[src/rtl/fft_pkg.sv]
// Shared types and constants for the FFT result readout path.
package fft_pkg;

    // Component width used by the packed complex type.
    localparam int CPLX_WIDTH = 16;

    // The FFT data RAM returns read data one cycle after the request.
    localparam int RAM_RD_LATENCY = 1;

    // Prefetch depth: one entry per in-flight read plus one being presented.
    localparam int RD_FIFO_DEPTH = RAM_RD_LATENCY + 1;

    typedef struct packed {
        logic signed [CPLX_WIDTH-1:0] re;
        logic signed [CPLX_WIDTH-1:0] im;
    } complex_t;

    typedef enum logic [1:0] {
        IDLE  = 2'd0,
        FETCH = 2'd1,
        DRAIN = 2'd2,
        DONE  = 2'd3
    } reader_state_t;

endpackage

[src/rtl/fft_rd_fifo.sv]
// Two-entry synchronous FIFO holding RAM read data and its bin tag.
// Push is dropped only if full without a same-cycle pop; pop on empty is ignored.
module fft_rd_fifo #(
    parameter int WIDTH = 8
) (
    input  logic             clk_i,
    input  logic             rst_ni,
    input  logic             push,
    input  logic [WIDTH-1:0] push_data,
    input  logic             pop,
    output logic [WIDTH-1:0] pop_data,
    output logic [1:0]       count,
    output logic             full,
    output logic             empty
);

    logic [WIDTH-1:0] mem [2];
    logic             wr_ptr;
    logic             rd_ptr;
    logic             do_push;
    logic             do_pop;

    assign full     = (count == 2'd2);
    assign empty    = (count == 2'd0);
    assign do_pop   = pop && !empty;
    assign do_push  = push && (!full || do_pop);
    assign pop_data = mem[rd_ptr];

    // Storage, pointers and occupancy; reset clears everything so outputs read 0.
    always_ff @(posedge clk_i or negedge rst_ni) begin
        if (!rst_ni) begin
            for (int i = 0; i < 2; i++) begin
                mem[i] <= '0;
            end
            wr_ptr <= 1'b0;
            rd_ptr <= 1'b0;
            count  <= 2'd0;
        end else begin
            if (do_push) begin
                mem[wr_ptr] <= push_data;
                wr_ptr      <= ~wr_ptr;
            end
            if (do_pop) begin
                rd_ptr <= ~rd_ptr;
            end
            case ({do_push, do_pop})
                2'b10:   count <= count + 2'd1;
                2'b01:   count <= count - 2'd1;
                default: count <= count;
            endcase
        end
    end

endmodule

[src/rtl/fft_result_reader.sv]
// Streams a finished FFT frame out of the core's data RAM in bin order.
// A read is issued only while FIFO occupancy plus the in-flight read (after
// any same-cycle pop) stays below two, so the prefetch FIFO never overflows.
// Build option: FFT_READER_HALF_SPECTRUM_EN limits the frame to bins 0..N/2.
module fft_result_reader
    import fft_pkg::*;
#(
    parameter int FFT_SIZE   = 16,
    parameter int DATA_WIDTH = 16,
    parameter int ADDR_WIDTH = $clog2(FFT_SIZE)
) (
    input  logic                    clk_i,
    input  logic                    rst_ni,
    input  logic                    start_i,
    output logic                    busy_o,
    output logic                    done_o,
    output logic                    ram_re_o,
    output logic [ADDR_WIDTH-1:0]   ram_addr_o,
    input  logic [2*DATA_WIDTH-1:0] ram_rdata_i,
    output logic                    out_valid_o,
    output logic [2*DATA_WIDTH-1:0] out_data_o,
    output logic [ADDR_WIDTH-1:0]   out_index_o,
    output logic                    out_last_o,
    input  logic                    out_ready_i
);

`ifdef FFT_READER_HALF_SPECTRUM_EN
    localparam int LAST_BIN = FFT_SIZE / 2;
`else
    localparam int LAST_BIN = FFT_SIZE - 1;
`endif

    localparam logic [ADDR_WIDTH-1:0] LAST_ADDR = ADDR_WIDTH'(LAST_BIN);
    localparam int PAYLOAD_W = 1 + ADDR_WIDTH + 2 * DATA_WIDTH;

    reader_state_t         state;
    reader_state_t         state_next;
    logic [ADDR_WIDTH-1:0] addr;
    logic                  in_flight;
    logic [ADDR_WIDTH-1:0] flight_index;
    logic                  pop;
    logic                  credit_ok;

    logic [PAYLOAD_W-1:0]  fifo_in;
    logic [PAYLOAD_W-1:0]  fifo_head;
    logic [1:0]            fifo_count;
    logic                  fifo_full;
    logic                  fifo_empty;

    assign pop         = out_valid_o && out_ready_i;
    assign out_valid_o = !fifo_empty;
    assign out_last_o  = fifo_head[PAYLOAD_W-1];
    assign out_index_o = fifo_head[PAYLOAD_W-2 -: ADDR_WIDTH];
    assign out_data_o  = fifo_head[2*DATA_WIDTH-1:0];
    assign ram_addr_o  = addr;

    // Credit: a pop this cycle frees a slot for a request issued this cycle.
    assign credit_ok = fifo_full ? pop
                     : (({1'b0, fifo_count} + {2'b0, in_flight}) <
                        (3'(RD_FIFO_DEPTH) + {2'b0, pop}));

    // Returned word is tagged with its bin index and last flag on the way in.
    assign fifo_in = {(flight_index == LAST_ADDR), flight_index, ram_rdata_i};

    fft_rd_fifo #(
        .WIDTH (PAYLOAD_W)
    ) u_fifo (
        .clk_i     (clk_i),
        .rst_ni    (rst_ni),
        .push      (in_flight),
        .push_data (fifo_in),
        .pop       (pop),
        .pop_data  (fifo_head),
        .count     (fifo_count),
        .full      (fifo_full),
        .empty     (fifo_empty)
    );

    // State register.
    always_ff @(posedge clk_i or negedge rst_ni) begin
        if (!rst_ni) begin
            state <= IDLE;
        end else begin
            state <= state_next;
        end
    end

    // Next-state logic; start pulses outside IDLE are ignored.
    always_comb begin
        state_next = state;
        case (state)
            IDLE:    if (start_i) state_next = FETCH;
            FETCH:   if (ram_re_o && (addr == LAST_ADDR)) state_next = DRAIN;
            DRAIN:   if (pop && out_last_o) state_next = DONE;
            DONE:    state_next = IDLE;
            default: state_next = IDLE;
        endcase
    end

    // State-decoded outputs, including the credit-gated RAM read request.
    always_comb begin
        ram_re_o = 1'b0;
        busy_o   = 1'b0;
        done_o   = 1'b0;
        case (state)
            FETCH: begin
                busy_o   = 1'b1;
                ram_re_o = credit_ok;
            end
            DRAIN:   busy_o = 1'b1;
            DONE: begin
                busy_o = 1'b1;
                done_o = 1'b1;
            end
            default: ;
        endcase
    end

    // Read address counter and the one-deep in-flight tracker with its index.
    always_ff @(posedge clk_i or negedge rst_ni) begin
        if (!rst_ni) begin
            addr         <= '0;
            in_flight    <= 1'b0;
            flight_index <= '0;
        end else begin
            in_flight <= ram_re_o;
            if (ram_re_o) begin
                flight_index <= addr;
                addr         <= (addr == LAST_ADDR) ? '0 : addr + 1'b1;
            end
        end
    end

endmodule

[config.mk]
export PLATFORM = sky130hd
export DESIGN_NAME = fft_result_reader
export DESIGN_NICKNAME = d
export VERILOG_FILES = /design/src/rtl/fft_pkg.sv /design/src/rtl/fft_rd_fifo.sv /design/src/rtl/fft_result_reader.sv
export SDC_FILE = /design/constraint.sdc
export NUM_CORES = 1
export LEC_CHECK = 0
export CAP_MARGIN = 25
export CORE_MARGIN = 2
export CORE_UTILIZATION = 46
export CTS_CLUSTER_SIZE = 40
export DETAILED_ROUTE_END_ITERATION = 16
export GPL_TIMING_DRIVEN = 1
export HOLD_SLACK_MARGIN = 0.03
export PLACE_DENSITY = 0.84
export SETUP_SLACK_MARGIN = 0.1
export SLEW_MARGIN = 20
export SYNTH_ARGS = -nofsm -noshare
export SYNTH_HDL_FRONTEND = slang
export SYNTH_SLANG_ARGS = --single-unit
export TNS_END_PERCENT = 50
[constraint.sdc]
create_clock -name clk_i -period 1.9 [get_ports clk_i]
set_clock_uncertainty 0.1 [all_clocks]
set_input_delay 0.38 -clock clk_i [delete_from_list [all_inputs] [get_ports clk_i]]
set_output_delay 0.38 -clock clk_i [all_outputs]
set_load 0.01 [all_outputs]
==> metrics.md, run 1 <==
| Metric | Value |
|---|---|
| Post-synthesis adder-cell area fraction | 2.48% |
| Status | finished with violations |
| Clock Path Buffers | 2 |
| Largest family of logic cells by synthesized area | multiplexers |
| Worst Setup Start Kind | flop |
| CP delay by family, top | flip-flops |
| Worst Slack Setup Final | -0.378 ns |
| Mux cell area share after synthesis | 33.1% |
| Num CTS Buffers | 9 |
| DIE HEIGHT | 97.7 um |
| DP HPWL | 5550 um |
| First-pass detailed-route iteration total | 4 |
| Top-count cell post-synth | mux2_2 |
| Ys async rst share | 100% |
| Die width | 97.7 um |
| Worst Tran Pin Value | 0.338 ns |
| Crit-path max FO | 2 |
| Slew Limit Fails | 0 |
| Number of enable flip-flop cells after synthesis | 0 |
| Failing checks | negative setup slack |
| Grt ovf | 0 |
| DRC viols | 0 |
| Relative slew slack | 77.5% |
| Cell Chain, Critical Path | ha_4, ha_4, nor2_2, a211oi_4, nand2b_4, inv_4, buf_6 |
| Lkg Pwr | 2.83 nW |
| Overall Global Routing Usage | 19.3% |
| Routed vias | 2659 |
| Initial core utilization | 46.8% |
| Setup Viol. Count Final | 120 |
| Post-Syn Area | 4040 um2 |
| Mapped Nets | 311 |
| Clock latency on the worst-skew pair | 0.35 ns |
| Core footprint | 8640 um2 |
| Root buffer cell | clkbuf_8 |
| Maximum clock frequency | 0.439 GHz |
| Min Tclk post-route | 2.28 ns |
| Number of synthesized register bits | 89 |
| First-pass GRT wire length | 14500 um |
| Most common cell on crit path | ha_4 |
| Crit. End Element | primary output |
| Hold Crit Class | input port to asynchronous set/reset pin |
| Syn_area_per_cell | 15.1 um2 |
| Synthesized instance count | 267 |
| ANT nets after route | 0 |
| Pre-CTS setup slack | -0.524 ns |
| Crit path DAT | 1.80 ns |
| Die ar. | 9550 um2 |
| Initial antenna violation count | 0 |
| Number of synthesis warnings | 0 |
| Vias in the first global route | 2902 |
| CP Class | flop to primary output |
| Row count | 34 |
| Peak VDD IR | 0.00131 V |
| Yosys top cell by area | dfrtp_1 |
| Largest net degree at the start of global routing | 52 |
| Worst EP required | 1.42 ns |
| Slowest-stage cell, CP | dfrtp_2 |
| Clock-pin slew on the worst setup and hold paths | 0.09 ns |
| Routed len/inst | 18.0 um |
| Routed WL | 9290 um |
| Primary FF master, synth | dfrtp_1 |
| Synth Area in Compound Gates | 2.79% |
| Largest cells by area after synthesis | dfrtp_1, mux2_2, ha_1 |
| Final Hold Vio Count | 0 |
| Nets | 447 |
| XOR/XNOR Fraction of Synth Area | 1.30% |
| I/O pin count | 81 |
| H-tree Lvls | 3 |
| Sequential fraction of the synthesis area | 55.1% |
| RSZ-0062 raised after global routing | true |
| Power Total | 11.6 mW |
| Period utilization | 120% |
| IO Port Bufs | 80 |
| Simple-gate area share of the yosys netlist | 2.60% |
| Final Wtd Congestion | 0.736 |
| Fraction of layout cells with a size suffix above 1 | 62.5% |
| Vias per Instance | 5.15 |
| Synth top area share | 55.1% |
| Register-to-Register Setup Slack | -0.31 ns |
| Max-cap violations | 0 |
| Clock sinks | 89 |
| PD cells | 1920 nW/um2 |
| Worst Hold Slack | 0.359 ns |
| Number of diodes | 0 |
| Initial DRC Count | 75 |
| Count of unique library cells instantiated by Yosys | 33 |
| Area grow syn2layout | 50.1% |
| CP peak stage delay | 0.44 ns |
| Synth top cells by count | mux2_2, dfrtp_1, ha_1 |
| WP buf/inv | 2 |
| CTS tree | done |
[cells by family after synthesis]
group	count (synthesis)
mux	117
flops	89
buf+inv	17
simple gates	17
compound gates	13
fa+ha+maj	8
xor+xnor	6
[state kept, by name, indices dropped and copies added (netlist names)]
register and flops:
ram_addr_o 4, state 2, u_fifo.wr_ptr 1, in_flight 1, flight_index 4, u_fifo.rd_ptr 1
u_fifo.count 2, u_fifo.mem 74
[area by class of cell]
class	count	area, um2
Timing Repair Buffer	137	1550
Tap cell	108	135
Clock buffer	10	138
Clock inverter	6	42.5
Fill cell	590	2570
Multi-Input combinational cell	161	1950
Inverter	5	21.3
Sequential cell	89	2230
[stage by stage]
step / util (%) / instances / instance area, um2 / TNS [ns]
after floorplan: - / 267 / 4080 / -0.711
after global placement: 60.1 / 468 / 5190 / -10.88
after detailed placement: 60.1 / 468 / 5190 / -12.71
after CTS: 68.0 / 510 / 5880 / -12.75
after global routing: 70.2 / 516 / 6060 / -20.94
final: 70.2 / 516 / 6060 / -13.63
[power breakdown]
part           leakage [nW]  total, mW  switching, mW  internal (mW)
clock                0.0887       1.20          0.684          0.513
sequential             1.08       3.45          0.608           2.85
combinational          1.66       6.98           2.46           4.52
[worst register-to-register path, delay by kind of cell (launching register included)]
family / cells / cell delay (ns)
mux: 1 / 0.33
flops: 1 / 0.44
compound gates: 2 / 0.36
fa+ha+maj: 2 / 0.33
buf+inv: 2 / 0.26
simple gates: 1 / 0.31
[per-layer routing]
metal | up-vias | part of all wire (%) | GRT usage, %
li1 | 1219 | - | -
met1 | 1373 | 43 | 24.7
met2 | 56 | 52 | 32.9
met3 | 11 | 3.4 | 3.81
met4 | 0 | 1.4 | 6.52
met5 | - | 0 | 0
[cell usage in the layout (no fill, tap or decap), types with 2 or more instances in the layout]
cell              n
clkinv_2          2
nand3_1           2
mux2_4           44
ha_2              3
clkdlybuf4s50_1  34
buf_12           10
xor2_1            3
nand2b_4          2
clkinvlp_4        2
nand2_1           4
buf_6            56
buf_16            3
xnor2_1           2
nor2_2            2
dlygate4sd2_1     4
mux2_2           72
clkbuf_8         10
o21ai_0           2
inv_1             3
dfrtp_1          85
nor2_4            2
o31ai_2           2
buf_2             2
ha_1              3
ha_4              2
dfrtp_2           4
buf_4            24
[worst paths after layout]
kind                       depth (start not counted)            start            end
setup / recovery                                   7  u_fifo.count[0]       ram_re_o
hold / removal                                     2           rst_ni       state[1]
setup reg to reg                                   8  u_fifo.count[0]       state[1]
hold reg to reg                                    1    u_fifo.mem[1]  u_fifo.mem[1]
max in group asynchronous                          3           rst_ni  ram_addr_o[2]
min in group clk_i                                 1    u_fifo.mem[1]  u_fifo.mem[1]
[timing repair]
| action | 4_1_cts | 5_1_grt |
|---|---|---|
| gates cloned | 6 | 0 |
| gates resized for setup | 239 | 53 |
| pin swaps | 5 | 10 |
| setup endpoints to repair | 105 | 127 |
| hold buffers | 1 | 0 |
| hold endpoints to repair | 20 | 0 |
| buffers inserted | 19 | 12 |
Note: power is estimated with default switching activity, not from simulation.
==> run 2: changes to the inputs <==
Settings changed: PLACE_DENSITY 0.84 to 0.75.
==> metrics.md, run 2 (synthesized netlist as in run 1, its figures left out) <==
| Metric | Value |
|---|---|
| Clock latency on the worst-skew pair | 0.35 ns (about the same) |
| Peak VDD IR | 0.00104 V (-21%) |
| H-tree Lvls | 3 (unchanged) |
| Initial core utilization | 46.8% (unchanged) |
| Worst EP required | 1.42 ns (about the same) |
| Routed len/inst | 17.3 um (-3.8%) |
| Fraction of layout cells with a size suffix above 1 | 61.0% (-1.5 points) |
| Overall Global Routing Usage | 19.0% (-0.27 points) |
| Worst Slack Setup Final | -0.355 ns (+0.0238 ns) |
| Most frequent cells in the layout | dfrtp_1, mux2_2, mux2_4 |
| Reg with most FFs | u_fifo.mem |
| Vias per Instance | 5.10 (-1.0%) |
| Row count | 34 (unchanged) |
| Routed WL | 8750 um (-5.8%) |
| Crit-path max FO | 2 (unchanged) |
| Initial DRC Count | 53 (-29%) |
| Initial antenna violation count | 0 (unchanged) |
| Final Hold Vio Count | 0 (unchanged) |
| Worst Setup Start Kind | flop |
| Finished Core Util | 69.2% (-1.1 points) |
| I/O pin count | 81 (unchanged) |
| Maximum clock frequency | 0.444 GHz (+1.1%) |
| Lkg Pwr | 2.82 nW (-0.42%) |
| Number of diodes | 0 (unchanged) |
| Crit path DAT | 1.77 ns (-0.03 ns) |
| Relative slew slack | 74.7% (-2.7 points) |
| PD cells | 1900 nW/um2 (-1.2%) |
| Crit. End Element | primary output |
| Placed Instance Area | 5240 um2 (+0.92%) |
| DIE HEIGHT | 97.7 um (unchanged) |
| Vias in the first global route | 2835 (-2.3%) |
| First-pass GRT wire length | 14300 um (-1.4%) |
| Root buffer cell | clkbuf_8 |
| Num CTS Buffers | 9 (unchanged) |
| Failing checks | negative setup slack |
| Period utilization | 119% (-1.3 points) |
| Max reg flops | 74 (unchanged) |
| DRC viols | 0 (unchanged) |
| ANT nets after route | 0 (unchanged) |
| Fin cells | 505 (-2.1%) |
| CP Class | flop to primary output |
| Routed vias | 2576 (-3.1%) |
| Die width | 97.7 um (unchanged) |
| Largest net degree at the start of global routing | 36 (-31%) |
| Nets | 436 (-2.5%) |
| First-pass detailed-route iteration total | 3 (-1) |
| Worst Tran Pin Value | 0.379 ns (+0.0409 ns) |
| Clock-pin slew on the worst setup and hold paths | 0.10 ns (about the same) |
| DP HPWL | 5460 um (-1.6%) |
| CTS tree | done |
| IO Port Bufs | 80 (unchanged) |
| Hold Crit Class | input port to asynchronous set/reset pin |
| Max-cap violations | 0 (unchanged) |
| Min Tclk post-route | 2.25 ns (-0.0238 ns) |
| Cell Count Post-Placement | 471 (+0.64%) |
| Commonest non-fill, non-tap cell in the layout | dfrtp_1 |
| Clock Path Buffers | 2 (unchanged) |
| Final Wtd Congestion | 0.752 (+2.2%) |
| Clock sinks | 89 (unchanged) |
| RSZ-0062 raised after global routing | true |
| Grt ovf | 0 (unchanged) |
| Die ar. | 9550 um2 (unchanged) |
| Status | finished with violations |
| Setup Viol. Count Final | 82 (-32%) |
| Area grow syn2layout | 47.8% |
| Slew Limit Fails | 0 (unchanged) |
| Core footprint | 8640 um2 (unchanged) |
| Fin area | 5970 um2 (-1.5%) |
run 2: metrics by stage:
stage / hold WS [ns] / setup WS (ns) / power (mW) / setup TNS (ns)
final: 0.388 / -0.355 / 11.3 / -11.92
after global routing: 0.406 / -0.401 / 12.0 / -17.87
after CTS: 0.371 / -0.391 / 11.2 / -14.58
after detailed placement: 0.224 / -0.537 / 8.66 / -15.87
after global placement: 0.221 / -0.489 / 8.50 / -13.95
after floorplan: -0.0156 / -0.0951 / 6.37 / -0.711
run 2: what timing repair did:
action / CTS / global route
hold buffers: 1 / 0
cloned: 3 / 1
pin swaps: 6 / 6
gates resized for setup: 249 / 46
buffers inserted: 16 / 6
endpoints found under the hold margin: 25 / 0
setup endpoints to repair: 92 / 128
run 2: worst paths after layout:
check                                start               to  slack (ns)  cells after the start
max                        u_fifo.count[0]         ram_re_o       -0.35                      6
min                                 rst_ni   u_fifo.mem[13]        0.39                      2
max reg2reg                u_fifo.count[0]  flight_index[2]       -0.26                      9
min reg2reg                 u_fifo.mem[36]   u_fifo.mem[36]        0.40                      2
max in group asynchronous           rst_ni    ram_addr_o[3]        0.77                      3
min in group clk_i          u_fifo.mem[36]   u_fifo.mem[36]        0.40                      2
run 2: worst max-delay path, stage by stage (launching register included):
cell	delay [ns]
dfrtp_2	0.43
ha_4	0.25
and4bb_2	0.25
a211oi_4	0.18
nand2b_4	0.18
inv_4	0.04
buf_6	0.11
run 2: report_power, final:
part	leakage [nW]	internal (mW)	switching (mW)
clock	0.0962	0.617	0.696
combinational	1.64	4.26	2.29
sequential	1.08	2.85	0.604
total	2.82	7.73	3.59
run 2: metal layers:
| metal | wire length (um) | vias to the layer above | GRT usage [%] | share of wire [%] |
|---|---|---|---|---|
| met3 | 332 | 9 | 3.88 | 3.8 |
| met1 | 4000 | 1307 | 25.3 | 46 |
| met2 | 4310 | 58 | 31.1 | 49 |
| met4 | 105 | 0 | 6.73 | 1.2 |
| met5 | 0 | - | 0 | 0 |
| li1 | - | 1202 | - | - |
run 2: layout make-up:
cell class,count,area (um2)
clock buffers,9,124
clock inverters,7,76.3
fillers,588,2660
inverters,5,21.3
multi-input cells,161,1970
flip-flops and latches,89,2230
well taps,108,135
repair buffers,126,1420
